**src/rtl/spi_pack_pkg.sv**
```systemverilog
// Shared constants and FSM state encoding for the SPI frame packer.
package spi_pack_pkg;

  localparam int DEF_DATA_W  = 8;
  localparam int DEF_DEPTH   = 16;
  localparam int DEF_PACK_N  = 15;
  localparam int DEF_PARTIAL = 0;

  typedef enum logic [1:0] {
    ST_IDLE    = 2'd0,
    ST_WAIT    = 2'd1,
    ST_COLLECT = 2'd2,
    ST_DONE    = 2'd3
  } state_t;

endpackage

```
**src/rtl/sync_fifo.sv**
```systemverilog
// Single-clock FIFO with show-ahead read data and a sticky overflow flag.
module sync_fifo #(
  parameter int DATA_W = 8,
  parameter int DEPTH  = 16
) (
  input  logic                     clk,
  input  logic                     rst,
  input  logic                     i_wr_en,
  input  logic [DATA_W-1:0]        i_wdata,
  input  logic                     i_rd_en,
  output logic [DATA_W-1:0]        o_rdata,
  output logic                     o_full,
  output logic                     o_empty,
  output logic [$clog2(DEPTH):0]   o_count,
  output logic                     o_overflow
);

  localparam int AW = $clog2(DEPTH);
  localparam logic [AW:0] FULL_CNT = (AW+1)'(DEPTH);

  logic [DATA_W-1:0] r_mem [DEPTH];
  logic [AW-1:0]     r_wr_ptr;
  logic [AW-1:0]     r_rd_ptr;
  logic [AW:0]       r_count;
  logic              r_ovf;
  logic              w_push;
  logic              w_pop;

  // A full FIFO refuses writes even if a pop frees a slot in the same cycle.
  assign w_push     = i_wr_en & ~o_full;
  assign w_pop      = i_rd_en & ~o_empty;
  assign o_full     = (r_count == FULL_CNT);
  assign o_empty    = (r_count == '0);
  assign o_count    = r_count;
  assign o_rdata    = r_mem[r_rd_ptr];
  assign o_overflow = r_ovf;

  // Storage array; contents need no reset since count gates visibility.
  always_ff @(posedge clk) begin
    if (w_push) r_mem[r_wr_ptr] <= i_wdata;
  end

  // Pointers wrap naturally (power-of-two depth), count and sticky overflow.
  always_ff @(posedge clk) begin
    if (rst) begin
      r_wr_ptr <= '0;
      r_rd_ptr <= '0;
      r_count  <= '0;
      r_ovf    <= 1'b0;
    end else begin
      if (w_push) r_wr_ptr <= r_wr_ptr + AW'(1);
      if (w_pop)  r_rd_ptr <= r_rd_ptr + AW'(1);
      case ({w_push, w_pop})
        2'b10:   r_count <= r_count + (AW+1)'(1);
        2'b01:   r_count <= r_count - (AW+1)'(1);
        default: r_count <= r_count;
      endcase
      if (i_wr_en && o_full) r_ovf <= 1'b1;
    end
  end

endmodule

```
**src/rtl/spi_pack_fifo.sv**
```systemverilog
// Packs PACK_N FIFO words into one wide frame on a read_req rising edge,
// holding spi_cs low while the frame is assembled.
module spi_pack_fifo
  import spi_pack_pkg::*;
#(
  parameter int DATA_W  = DEF_DATA_W,
  parameter int DEPTH   = DEF_DEPTH,
  parameter int PACK_N  = DEF_PACK_N,
  parameter int PARTIAL = DEF_PARTIAL
) (
  input  logic                       clk,
  input  logic                       rst,
  input  logic                       wr_en,
  input  logic [DATA_W-1:0]          wdata,
  input  logic                       read_req,
  output logic [PACK_N*DATA_W-1:0]   data_out,
  output logic                       data_valid,
  output logic                       spi_cs,
  output logic                       full,
  output logic                       empty,
  output logic [$clog2(DEPTH):0]     count,
  output logic [$clog2(PACK_N):0]    frame_len,
  output logic                       overflow
);

  localparam int CNT_W   = $clog2(DEPTH) + 1;
  localparam int IDX_W   = $clog2(PACK_N) + 1;
  localparam int FRAME_W = PACK_N * DATA_W;
  localparam logic [CNT_W-1:0] PACK_CNT = CNT_W'(PACK_N);
  localparam logic [CNT_W-1:0] ONE_CNT  = CNT_W'(1);
  localparam logic [IDX_W-1:0] LAST_IDX = IDX_W'(PACK_N - 1);

  state_t              r_state;
  logic                r_req_d;
  logic [IDX_W-1:0]    r_idx;
  logic [FRAME_W-1:0]  r_shift;
  logic [FRAME_W-1:0]  r_data_out;
  logic                r_data_valid;
  logic                r_spi_cs;
  logic [IDX_W-1:0]    r_frame_len;

  logic                w_rise;
  logic                w_ready;
  logic                w_pop;
  logic                w_last;
  logic [DATA_W-1:0]   w_rdata;
  logic [FRAME_W-1:0]  w_frame;

  sync_fifo #(
    .DATA_W (DATA_W),
    .DEPTH  (DEPTH)
  ) u_fifo (
    .clk        (clk),
    .rst        (rst),
    .i_wr_en    (wr_en),
    .i_wdata    (wdata),
    .i_rd_en    (w_pop),
    .o_rdata    (w_rdata),
    .o_full     (full),
    .o_empty    (empty),
    .o_count    (count),
    .o_overflow (overflow)
  );

  assign data_out   = r_data_out;
  assign data_valid = r_data_valid;
  assign spi_cs     = r_spi_cs;
  assign frame_len  = r_frame_len;

  assign w_rise  = read_req & ~r_req_d;
  assign w_ready = (count >= PACK_CNT) || ((PARTIAL != 0) && !empty);
  assign w_pop   = (r_state == ST_COLLECT) && !empty;
  // Partial frames close when this pop drains the FIFO with no refill this cycle.
  assign w_last  = (r_idx == LAST_IDX) ||
                   ((PARTIAL != 0) && (count == ONE_CNT) && !(wr_en && !full));

  // Frame with the word being popped dropped into its slot; slot 0 is the MS slice.
  always_comb begin
    w_frame = r_shift;
    for (int k = 0; k < PACK_N; k++) begin
      if (r_idx == IDX_W'(PACK_N - 1 - k)) w_frame[k*DATA_W +: DATA_W] = w_rdata;
    end
  end

  // Packing FSM with registered frame outputs and read_req edge detect.
  always_ff @(posedge clk) begin
    if (rst) begin
      r_state      <= ST_IDLE;
      r_req_d      <= 1'b1;
      r_idx        <= '0;
      r_shift      <= '0;
      r_data_out   <= '0;
      r_data_valid <= 1'b0;
      r_spi_cs     <= 1'b1;
      r_frame_len  <= '0;
    end else begin
      r_req_d      <= read_req;
      r_data_valid <= 1'b0;
      case (r_state)
        ST_IDLE: begin
          if (w_rise) begin
            if (w_ready) begin
              r_state  <= ST_COLLECT;
              r_spi_cs <= 1'b0;
              r_idx    <= '0;
              r_shift  <= '0;
            end else begin
              r_state  <= ST_WAIT;
            end
          end
        end
        ST_WAIT: begin
          if (w_ready) begin
            r_state  <= ST_COLLECT;
            r_spi_cs <= 1'b0;
            r_idx    <= '0;
            r_shift  <= '0;
          end
        end
        ST_COLLECT: begin
          if (w_pop) begin
            r_shift <= w_frame;
            r_idx   <= r_idx + IDX_W'(1);
            if (w_last) begin
              r_state      <= ST_DONE;
              r_data_out   <= w_frame;
              r_data_valid <= 1'b1;
              r_frame_len  <= r_idx + IDX_W'(1);
              r_spi_cs     <= 1'b1;
            end
          end
        end
        default: begin
          r_state <= ST_IDLE;
        end
      endcase
    end
  end

endmodule

```
**config.mk**
```make
export PLATFORM = sky130hd
export DESIGN_NAME = spi_pack_fifo
export DESIGN_NICKNAME = d
export VERILOG_FILES = /design/src/rtl/spi_pack_pkg.sv /design/src/rtl/sync_fifo.sv /design/src/rtl/spi_pack_fifo.sv
export SDC_FILE = /design/constraint.sdc
export NUM_CORES = 1
export LEC_CHECK = 0
export CORE_ASPECT_RATIO = 2
export CORE_UTILIZATION = 56
export CTS_BUF_LIST = sky130_fd_sc_hd__clkbuf_16
export DETAILED_ROUTE_END_ITERATION = 8
export PLACE_DENSITY = 0.79
export SETUP_SLACK_MARGIN = 0.3
export SYNTH_ARGS = -nofsm -noshare
export SYNTH_HDL_FRONTEND = slang
export SYNTH_SLANG_ARGS = --single-unit
export TNS_END_PERCENT = 10
```
**constraint.sdc**
```tcl
create_clock -name clk -period 3.3 [get_ports clk]
set_input_delay 0.66 -clock clk [delete_from_list [all_inputs] [get_ports clk]]
set_output_delay 0.66 -clock clk [all_outputs]
set_load 0.03 [all_outputs]
```
* Word level (Yosys, flattened, before mapping) *
Memories as Yosys holds them, arrays and structs flattened. A register that Yosys moved wholly into a read port is not among the register bits.
Index checks and enable logic that the tools add are counted.

storage, ports and cells
  bits in writable memories = 128
  memories kept = 1
  flip-flop bits (word level) = 269
  input bits = 12
  word-level logic and storage cells = 103

memory list
  memory        words  bits a word  rd ports  clocked after Yosys merged registers in  write ports  RTL line         text
  u_fifo.r_mem  16     8            1         1                                        1            sync_fifo.sv:21  logic [DATA_W-1:0] r_mem [DEPTH];

operators by class
  order comparisons = 1
  equality and inequality tests = 23
  bitwise operators = 8
  mux-type cells = 40
  $add $sub $neg = 5
  reductions and logical operators = 13

operator list
  kind                   number
  $mux W120              3
  $pmux W120 S3          1
  $mux W8                15
  $eq A5 B4 Y1 const B   7
  $eq A5 B3 Y1 const B   4
  $mux W5                3
  $pmux W5 S3            1
  $add A5 B1 Y5 const B  2
  $eq A5 B2 Y1 const B   2
  $logic_not A5 Y1       2
  $mux W2                5
  $pmux W5 S2            1
  $add A4 B1 Y4 const B  2
  $mux W4                2
  $reduce_and A4 Y1      2
  $mux W1                7
  $ne A2 B2 Y1 const B   3
  $pmux W2 S3            1
  $reduce_and A3 Y1      2
  $eq A5 B1 Y1 const B   1
  $eq A5 B5 Y1 const B   1
  $ge A5 B4 Y1 const B   1
  $not A1 Y1             5
  $sub A5 B1 Y5 const B  1
  other kinds (11)       16

* Depth between registers and ports, before layout *
Gate-level depths: netlist of the first run.

  depth after elaboration = 6
  mapped depth = 13
  mapped depth without buffers = 12

* By module *
A second synthesis of the first run with hierarchy kept.

unflattened totals
  cell total of the unflattened synthesis = 1312
  area total of the unflattened synthesis = 15777.6 µm²

by module, submodules not included
  module         seq. area each (µm²)  instances  area an instance (µm²)  cells an instance
  spi_pack_fifo  4944.7                1          9912.0                  985
  sync_fifo      4204.0                1          5865.6                  327

* Worst setup path before layout of the first run *
No wires, ideal clock.

  kind = register -> register
  start = register u_fifo.r_count[1], in the netlist u_fifo.o_count[1]
  end = register u_fifo.r_count[4], in the netlist u_fifo.o_count[4]
  stages on the path, launching flop included = 14
  data required time = 3236 ps
  arrival = 3010 ps
  clock period less this slack = 3073 ps
  setup slack = 227 ps
  path buffers = 2
  cell sequence = dfxtp_1 > buf_2 > nor4_4 > a21boi_1 > inv_1 > ha_1 > clkbuf_1 > xor2_1 > ha_1 > nor3_1 > a21oi_1 > o32a_1 > a2111o_1 > nand4_1

between the ends
  word-level cells in the longest chain between the ends = 6
  elaborated cells between the ends (all ways) = 14
  those cells by class = add/sub: 2; eq/ne: 3; mux: 1; bitwise: 4; reduce/logical: 4

ends and longest elaborated chain
  item                                               RTL line             text
  start: declaration                                 sync_fifo.sv:24      logic [AW:0] r_count;
  start signal: assignment                           sync_fifo.sv:54      2'b10: r_count <= r_count + (AW+1)'(1);
  start signal: assignment                           sync_fifo.sv:55      2'b01: r_count <= r_count - (AW+1)'(1);
  start signal: assignment                           sync_fifo.sv:56      default: r_count <= r_count;
  $logic_not A5 Y1                                   sync_fifo.sv:33      assign o_empty = (r_count == '0);
  $logic_not A1 Y1                                   spi_pack_fifo.sv:72  assign w_pop = (r_state == ST_COLLECT) && !empty;
  $logic_and A1 B1 Y1                                spi_pack_fifo.sv:72
  $and A1 B1 Y1                                      sync_fifo.sv:31      assign w_pop = i_rd_en & ~o_empty;
  $eq A2 B1 Y1 or $eq A2 B2 Y1 (tied branches)       sync_fifo.sv:53      case ({w_push, w_pop})
  $pmux W5 S2 or $reduce_bool A2 Y1 (tied branches)  n/a

Several ways; a longest one is shown, not always the timed one.
A chain may end at the register's enable or synchronous reset.

* Worst setup path in the final report of the first run *
  start = register u_fifo.r_count[2], in the netlist u_fifo.o_count[2]
  end = output port empty

between the ends
  word-level cells in the longest chain between the ends = 1

ends and longest elaborated chain
  item              RTL line             text
  $logic_not A5 Y1  sync_fifo.sv:33
  end: declaration  spi_pack_fifo.sv:20  output logic empty,

No other way between the ends.

==> flow_summary.ini, run 1 <==
[yosys]
netlist_top_cells_area = dfxtp_1 (36%), edfxtp_1 (26%), a22o_1 (6.7%)
synth_ff_type = dfxtp_1
synth-edff-count = 128
yosys.area.top_type = dfxtp_1
synthMostInstantiatedCell = dfxtp_1
yosysTopAreaCellShare = 0.359
async_reset_ff_frac = 0
ys_ff_latch = 393
ys_warn_count = 0
synth_nets = 1299
synth_seq_area_share = 0.620
netlist_area_um2 = 14800
netlist_instances = 1272
avgSynthCellArea_um2 = 11.6
yosysUniqueCellTypes = 58
synth_common_cells = dfxtp_1 (265), nand2_1 (164), a21oi_1 (150)

[clock_tree]
holdBufCountCts = 0
post_cts_buffers = 0
cts-root-buf = clkbuf_16
cts_buffers = 31
cts_tree = yes
clockBufferDepth = 3
cts.sink_count = 393
clock_latency_ns = 0.58
path_clk_slew_ns = 0.07
h-tree-depth = 1

[layout]
n_fill_cell = 1928
antennaDiodeCount = 0
synthToLayoutAreaGrowth_pct = 19.6
layout-drive-gt1-share = 0.105
fin_nets = 1429
regArea_um2 = 9150
multi_input_area_um2 = 5210

[global_routing]
first_global_vias = 10481
grt-ovfl-total = 0
antenna_found_initial = 0
grt_usage = 0.269
grt_max_degree = 173
grt_pass1_wl_um = 55600

[worst_setup_path]
r2r-start = r_state[1]
worst_setup_path_end_kind = primary output
crit_family = simple AND/OR/NAND/NOR gates
crit_required_ns = 2.64
arrival_ns = 2.26
crit_buf_inv = 2
r2r_setup_slack_ns = 0.53
ff2ff_path_depth = 8
r2r_end = r_shift[94]
critPathSlowestCell = dfxtp_1
path_max_fanout = 15
worstSetupPathType = reg -> out
crit_chain = nor4_4, nand2_1, inv_1, dlygate4sd2_1
max_stage_delay_ns = 0.47
crit_path_start_kind = flip-flop

[timing]
worstMarginPinSlew_ns = 0.988
final.setup_skew_ns = 0.0179
final_hold_viol_count = 0
whs_ns = 0.448
finalMaxSlewViolations = 0
slew_headroom = 0.340
setup_violations = 0
clock.fmax_mhz = 343
rsz0062_at_grt = true
finalSetupTns_ns = 0
finalCriticalPeriod_ns = 2.92
finalCritPeriodShare = 0.884

[routing]
drt_iter0_markers = 756
drcViolationCount = 0
wl_per_cell_um = 20.1
vias = 10523
dr.pass1.iters = 5
routed_via_density = 5.96
routed_wl_um = 35500
ant_nets = 0

[place]
dp_hpwl_um = 24100
gp_routability_congestion = 0.888
io_buffers = 146

[die]
dieArea_um2 = 27100
initial_core_util = 0.573
core_um2 = 25800
num_rows = 83
die_height_um = 232
num_io_pins = 147
die_w_um = 117

[power_and_ir_drop]
p_leak_uw = 0.00616
p_per_area_nw_per_um2 = 626
peakVddDrop_v = 0.000563

[hold_path]
hp-class = reg -> reg
holdPathStages = 2
hp-start = data_out[36]
min_to = data_out[36]

[flow_run]
drv_cap = 0

[run_status]
status = complete, no violations
## logic make-up (layout without fill, tap and decap cells)
logic type,count (synthesis),in the layout,synth area share
XOR/XNOR,11,11,0.00652
adder cells (fa/ha/maj),15,15,0.0127
buffers and inverters,100,255,0.0287
AO/OA/AOI/OAI,337,337,0.155
flip-flops,393,393,0.620
multiplexers,36,36,0.0516
AND/OR/NAND/NOR,380,380,0.126
## tightest hold or removal path: stages, from the launching register on
cell	delay (ns)
dfxtp_1	0.31
nand2_1	0.05
a21oi_1	0.05
## cell usage in the layout (no fill, tap or decap), types with 5 or more instances in the layout
cell	n
clkbuf_16	32
a211oi_1	19
nor3_1	11
xnor2_1	5
ha_1	15
nor2_2	5
edfxtp_1	128
nor2_8	10
nor2_1	57
o21ai_0	19
xor2_1	6
a22o_1	113
nand2_1	163
nand4_1	6
nand3_1	100
dfxtp_1	264
mux4_2	32
buf_4	32
clkdlybuf4s50_1	143
inv_1	16
a21oi_1	150
nand2b_1	5
a22oi_1	17
clkinv_2	5
buf_12	5
## flip-flops by register name (all words and copies together) (netlist names), 2 cells and up, named ones only
name,flops
u_fifo.o_count,5
u_fifo.r_rd_ptr,4
u_fifo.r_mem,128
data_out,120
r_shift,112
u_fifo.r_wr_ptr,4
frame_len,5
r_idx,5
r_state,2
## per-layer routing
layer | share of wire | GRT usage | vias up
li1 | - | - | 4922
met1 | 0.35 | 0.285 | 5109
met2 | 0.56 | 0.505 | 392
met3 | 0.045 | 0.0293 | 100
met4 | 0.048 | 0.149 | 0
met5 | 0 | 0 | -
## what timing repair did
| item | 4_1_cts | 5_1_grt |
|---|---|---|
| endpoints found under the setup margin | 2 | 2 |
| resized for setup | 1 | 1 |
| pin swaps | 0 | 0 |
## worst max-delay path by stage
stage	slack (ns)	start	endpoint	cells after the start
after floorplan	0.38	u_fifo.o_count[1]	u_fifo.o_count[4]	13
after global placement	0.19	read_req	r_shift[91]	7
after detailed placement	0.17	read_req	r_shift[88]	7
after CTS	0.09	u_fifo.o_count[1]	full	3
after global routing	0.25	u_fifo.o_count[1]	empty	4
final	0.38	u_fifo.o_count[2]	empty	4
## final cells by class
cell class,count,share of cell area
clock inverters,26,0.0125
well taps,340,0.0241
flip-flops and latches,393,0.518
clock buffers,32,0.0453
repair buffers,183,0.102
multi-input cells,779,0.295
inverters,14,0.00297
## where the power goes
part	internal (uW)	switching [uW]
registers	5120	131
logic	670	1430
clock network	1980	1730
## through the flow
stage,area [um2],cells,power [uW],utilization,worst slack (ns)
floorplan,14800,1272,6700,-,0.383
global placement,16600,1709,7370,0.646,0.194
detailed placement,16600,1709,7430,0.646,0.165
CTS,17700,1767,11100,0.686,0.0904
global route,17700,1767,11400,0.686,0.253
finish,17700,1767,11100,0.686,0.381
Note: power is estimated with default switching activity, not from simulation.
==> run 2: changes to the inputs <==
--- a/config.mk
+++ b/config.mk
@@ -6,10 +6,9 @@
 export NUM_CORES = 1
 export LEC_CHECK = 0
 export CORE_ASPECT_RATIO = 2
-export CORE_UTILIZATION = 56
+export CORE_UTILIZATION = 30
 export CTS_BUF_LIST = sky130_fd_sc_hd__clkbuf_16
 export DETAILED_ROUTE_END_ITERATION = 8
-export PLACE_DENSITY = 0.79
 export SETUP_SLACK_MARGIN = 0.3
 export SYNTH_ARGS = -nofsm -noshare
 export SYNTH_HDL_FRONTEND = slang
==> run 2 against run 1 <==
Net effect:
- fmax about the same
- non-clock buffer count increased by 14
- cell area is 3.3% higher
- final cell count is 18% higher
- combinational power is 9.5% higher
- global-route usage is 11 points lower
- sequential power down 1%
- sequential share of layout area down 1.6 points
- flip-flop and latch count is the same
- clock-buffer cell count increased by 4
- largest cell class unchanged
- critical path type unchanged
- clock skew up 0.0083 ns
==> flow_summary.ini, run 2 (synthesis gave the netlist of run 1 again) <==
[global_routing]
grt_pass1_wl_um = 61300
grt_usage = 0.158
first_global_vias = 10466
antenna_found_initial = 0
grt-ovfl-total = 0
grt_max_degree = 75

[place]
dp_hpwl_um = 26900
place_area_um2 = 17100
pre_cts_ws_ns = 0.222
gp_routability_congestion = 0.809
io_buffers = 146

[die]
num_io_pins = 147
num_rows = 114
core_um2 = 48500
initial_core_util = 0.305
die_height_um = 316
die_w_um = 159
dieArea_um2 = 50200

[worst_setup_path]
crit_path_start_kind = flip-flop
worstSetupPathType = reg -> out
worst_setup_path_end_kind = primary output
arrival_ns = 2.26
crit_start = u_fifo.o_count[0]
path_max_fanout = 8
r2r-start = u_fifo.o_count[0]
r2r_setup_slack_ns = 0.66
crit_required_ns = 2.64

[run_status]
status = complete, no violations

[power_and_ir_drop]
clkPwrFrac = 0.352
pwr-share-seq = 0.449
total_power_uw = 11600
p_per_area_nw_per_um2 = 634
p_int_uw = 8100
p_sw_uw = 3470
p_leak_uw = 0.00630
swShare = 0.300
peakVddDrop_v = 0.000308
pwr-share-comb = 0.199

[routing]
drt_iter0_markers = 617
ant_nets = 0
routed_wl_um = 39900
dr.pass1.iters = 5
wl_per_cell_um = 19.1
routed_via_density = 4.93
drcViolationCount = 0
vias = 10279

[timing]
finalMaxSlewViolations = 0
rsz0062_at_grt = false
clock.fmax_mhz = 342
finalSetupTns_ns = 0
slew_headroom = 0.552
final.setup_skew_ns = 0.0262
final_hold_viol_count = 0
finalCritPeriodShare = 0.885
setup_violations = 0
worstMarginPinSlew_ns = 0.673
layout_setup_ws_ns = 0.380
finalCriticalPeriod_ns = 2.92

[hold_path]
hp-class = reg -> reg
hp-start = data_out[55]

[clock_tree]
cts.sink_count = 393
post_cts_buffers = 0
path_clk_slew_ns = 0.07
cts-root-buf = clkbuf_16
cts_tree = yes
clockBufferDepth = 3
h-tree-depth = 2
holdBufCountCts = 0
clock_latency_ns = 0.54
cts_buffers = 35

[layout]
multi_input_area_um2 = 5210
fin_area_um2 = 18200
layout-drive-gt1-share = 0.113
fin_nets = 1447
regArea_um2 = 9150
mostFrequentLayoutCells = dfxtp_1 (264), nand2_1 (163), a21oi_1 (150)
antennaDiodeCount = 0
n_fill_cell = 4725
layout_commonest_cell = dfxtp_1
synthToLayoutAreaGrowth_pct = 23.5
top_register = u_fifo.r_mem
largest_reg_flops = 128
final_core_util = 0.376

[flow_run]
drv_cap = 0
-- run 2: cell count changes in the layout (fill, tap and decap cells not counted), sizes merged --
cell	before	now
clkdlybuf4s15	0	1
dlygate4sd2	1	0
dlymetal6s2s	1	0
clkinvlp	2	0
buf	38	53
inv	22	26
clkbuf	32	36
-- run 2: final cells by class --
class / instances / area share
Sequential cell: 393 / 0.502
Multi-Input combinational cell: 779 / 0.286
Timing Repair Buffer: 197 / 0.104
Clock buffer: 36 / 0.0494
Tap cell: 638 / 0.0438
Clock inverter: 28 / 0.0128
Inverter: 14 / 0.00288
-- run 2: worst max-delay path: stages, from the launching register on --
cell and delay (ns):
dfxtp_1 0.34, buf_4 0.18, or4_1 0.55, nor2_1 0.24, clkdlybuf4s15_1 0.41
-- run 2: repair_timing --
| item | CTS | global route |
|---|---|---|
| setup endpoints to repair | 1 | 1 |
| gates resized for setup | 1 | 1 |
| hold endpoints to repair | 0 | 0 |
-- run 2: routing by layer --
metal  vias to the layer above  wire length [um]  GRT usage
met1                      4998             15400      0.168
met2                       233             21100      0.300
met3                        76              1920     0.0303
met4                         0              1410     0.0680
li1                       4972                 -          -
met5                         -                 0          0
-- run 2: path summary, 6_finish.rpt --
| kind | to | depth (start not counted) |
|---|---|---|
| hold / removal | data_out[55] | 2 |
| setup reg to reg | u_fifo.o_count[4] | 10 |
| setup / recovery | full | 4 |
| hold reg to reg | data_out[55] | 2 |
-- run 2: metrics by stage --
stage / cells / hold slack (ns)
after detailed placement: 2021 / 0.444
after floorplan: 1272 / 0.442
after global placement: 2021 / 0.442
after CTS: 2085 / 0.433
final: 2085 / 0.450
after global routing: 2085 / 0.455
-- run 2: power groups by stage --
stage / logic [uW] / clock network (uW) / registers (uW)
floorplan: 1350 / 0 / 5350
global placement: 2300 / 0 / 5300
detailed placement: 2320 / 0 / 5310
CTS: 2320 / 4190 / 5200
global route: 2490 / 4350 / 5210
finish: 2300 / 4070 / 5200
==> run 3: changes to the inputs <==
--- a/config.mk
+++ b/config.mk
@@ -5,7 +5,7 @@
 export SDC_FILE = /design/constraint.sdc
 export NUM_CORES = 1
 export LEC_CHECK = 0
-export CORE_ASPECT_RATIO = 2
+export CORE_ASPECT_RATIO = 1.75
 export CORE_UTILIZATION = 30
 export CTS_BUF_LIST = sky130_fd_sc_hd__clkbuf_16
 export DETAILED_ROUTE_END_ITERATION = 8
==> run 3 against run 2 <==
Net effect:
- first-iteration DRC count up 7.0%
- highest routed layer unchanged
- power about the same
- global-route usage up 0.087 points
- utilization about the same
==> flow_summary.ini, run 3 (synthesis gave the netlist of run 1 again) <==
[worst_setup_path]
arrival_ns = 2.28
worst_setup_path_end_kind = primary output
crit_chain = buf_4, or4_1, nor2_1, dlygate4sd2_1
path_max_fanout = 6
crit_required_ns = 2.64
worstSetupPathType = reg -> out
crit_path_start_kind = flip-flop
critPathSlowestCell = or4_1
r2r_setup_slack_ns = 0.54
max_stage_delay_ns = 0.54
crit_buf_inv = 2
crit_family = simple AND/OR/NAND/NOR gates

[clock_tree]
cts.sink_count = 393
cts_tree = yes
clockBufferDepth = 3
clock_latency_ns = 0.53
cts-root-buf = clkbuf_16
h-tree-depth = 2
path_clk_slew_ns = 0.06
holdBufCountCts = 0
cts_buffers = 36

[layout]
regArea_um2 = 9150
layout_commonest_cell = dfxtp_1
layout-drive-gt1-share = 0.112
fin_nets = 1451
top_register = u_fifo.r_mem
antennaDiodeCount = 0
largest_reg_flops = 128
mostFrequentLayoutCells = dfxtp_1 (264), nand2_1 (163), a21oi_1 (150)
synthToLayoutAreaGrowth_pct = 23.9
n_fill_cell = 4675
multi_input_area_um2 = 5210

[global_routing]
grt_max_degree = 94
grt_usage = 0.159
antenna_found_initial = 0
first_global_vias = 10554
grt-ovfl-total = 0
grt_pass1_wl_um = 61300

[power_and_ir_drop]
p_sw_uw = 3430
p_leak_uw = 0.00634
peakVddDrop_v = 0.000258
p_per_area_nw_per_um2 = 633
p_int_uw = 8150
pwr-share-comb = 0.198
pwr-share-seq = 0.451
clkPwrFrac = 0.351
swShare = 0.296

[die]
num_rows = 107
core_um2 = 48600
num_io_pins = 147
initial_core_util = 0.304
die_w_um = 170
dieArea_um2 = 50200
die_height_um = 296

[timing]
final_hold_viol_count = 0
final.setup_skew_ns = 0.0170
setup_violations = 0
clock.fmax_mhz = 340
layout_setup_ws_ns = 0.356
finalSetupTns_ns = 0
finalCritPeriodShare = 0.892
finalCriticalPeriod_ns = 2.94
finalMaxSlewViolations = 0
slew_headroom = 0.422
rsz0062_at_grt = true
worstMarginPinSlew_ns = 0.868

[place]
gp_routability_congestion = 0.802
dp_hpwl_um = 26900
pre_cts_ws_ns = 0.168
io_buffers = 146

[routing]
vias = 10460
routed_wl_um = 40000
dr.pass1.iters = 5
drcViolationCount = 0
wl_per_cell_um = 19.0
routed_via_density = 4.97
drt_iter0_markers = 660
ant_nets = 0

[flow_run]
drv_cap = 0

[hold_path]
hp-class = reg -> reg

[run_status]
status = complete, no violations
==> run 3: cell count changes in the layout (fill, tap and decap cells not counted), sizes merged <==
cell | previous run | this run
buf | 53 | 55
clkbuf | 36 | 37
clkdlybuf4s15 | 1 | 0
clkinv | 13 | 10
dlygate4sd2 | 0 | 1
dlymetal6s2s | 0 | 1
inv | 26 | 30
==> run 3: power by group through the flow <==
| stage | registers, uW | clock network [uW] | logic [uW] |
|---|---|---|---|
| after floorplan | 5350 | 0 | 1350 |
| after global placement | 5330 | 0 | 2260 |
| after detailed placement | 5340 | 0 | 2280 |
| after CTS | 5230 | 4170 | 2280 |
| after global routing | 5240 | 4340 | 2460 |
| final | 5230 | 4070 | 2290 |
==> run 3: final cells by class <==
type	count	area share
multi-input combinational	779	0.285
sequential	393	0.500
clock inverter	29	0.0111
tap	654	0.0447
inverter	14	0.00287
timing repair buffer	200	0.106
clock buffer	37	0.0506
==> run 3: final timing paths <==
path                                        start           end  depth (start not counted)
worst max-delay path            u_fifo.o_count[0]          full                          4
worst min-delay path                 data_out[26]  data_out[26]                          2
worst max register to register  u_fifo.o_count[4]   r_shift[31]                          8
worst min register to register       data_out[26]  data_out[26]                          2
==> run 3: what timing repair did <==
item,4_1_cts,5_1_grt
hold endpoints to repair,0,0
buffers inserted,0,2
pin swaps,0,1
setup endpoints to repair,2,2
gates resized for setup,1,1
==> run 3: metrics by stage <==
stage                     total power [uW]  std cells   util  hold WS (ns)  instance area, um2
after detailed placement              7620       2038  0.353         0.445               17100
final                                11600       2106  0.376         0.452               18300
after CTS                            11700       2104  0.376         0.447               18300
after floorplan                       6700       1272      -         0.442               14800
after global placement                7590       2038  0.353         0.443               17100
after global routing                 12000       2106  0.376         0.460               18300
==> run 3: routing by layer <==
metal / wire, um / global-route usage / share of wire / vias up
met4: 1450 / 0.0703 / 0.036 / 0
met1: 15900 / 0.179 / 0.40 / 5146
met5: 0 / 0 / 0 / -
met3: 1480 / 0.0199 / 0.037 / 76
li1: - / - / - / 4986
met2: 21200 / 0.294 / 0.53 / 252
==> run 3: tightest hold or removal path: stages, from the launching register on <==
cell	delay, ns
dfxtp_1	0.31
nand2_1	0.05
a21oi_1	0.05
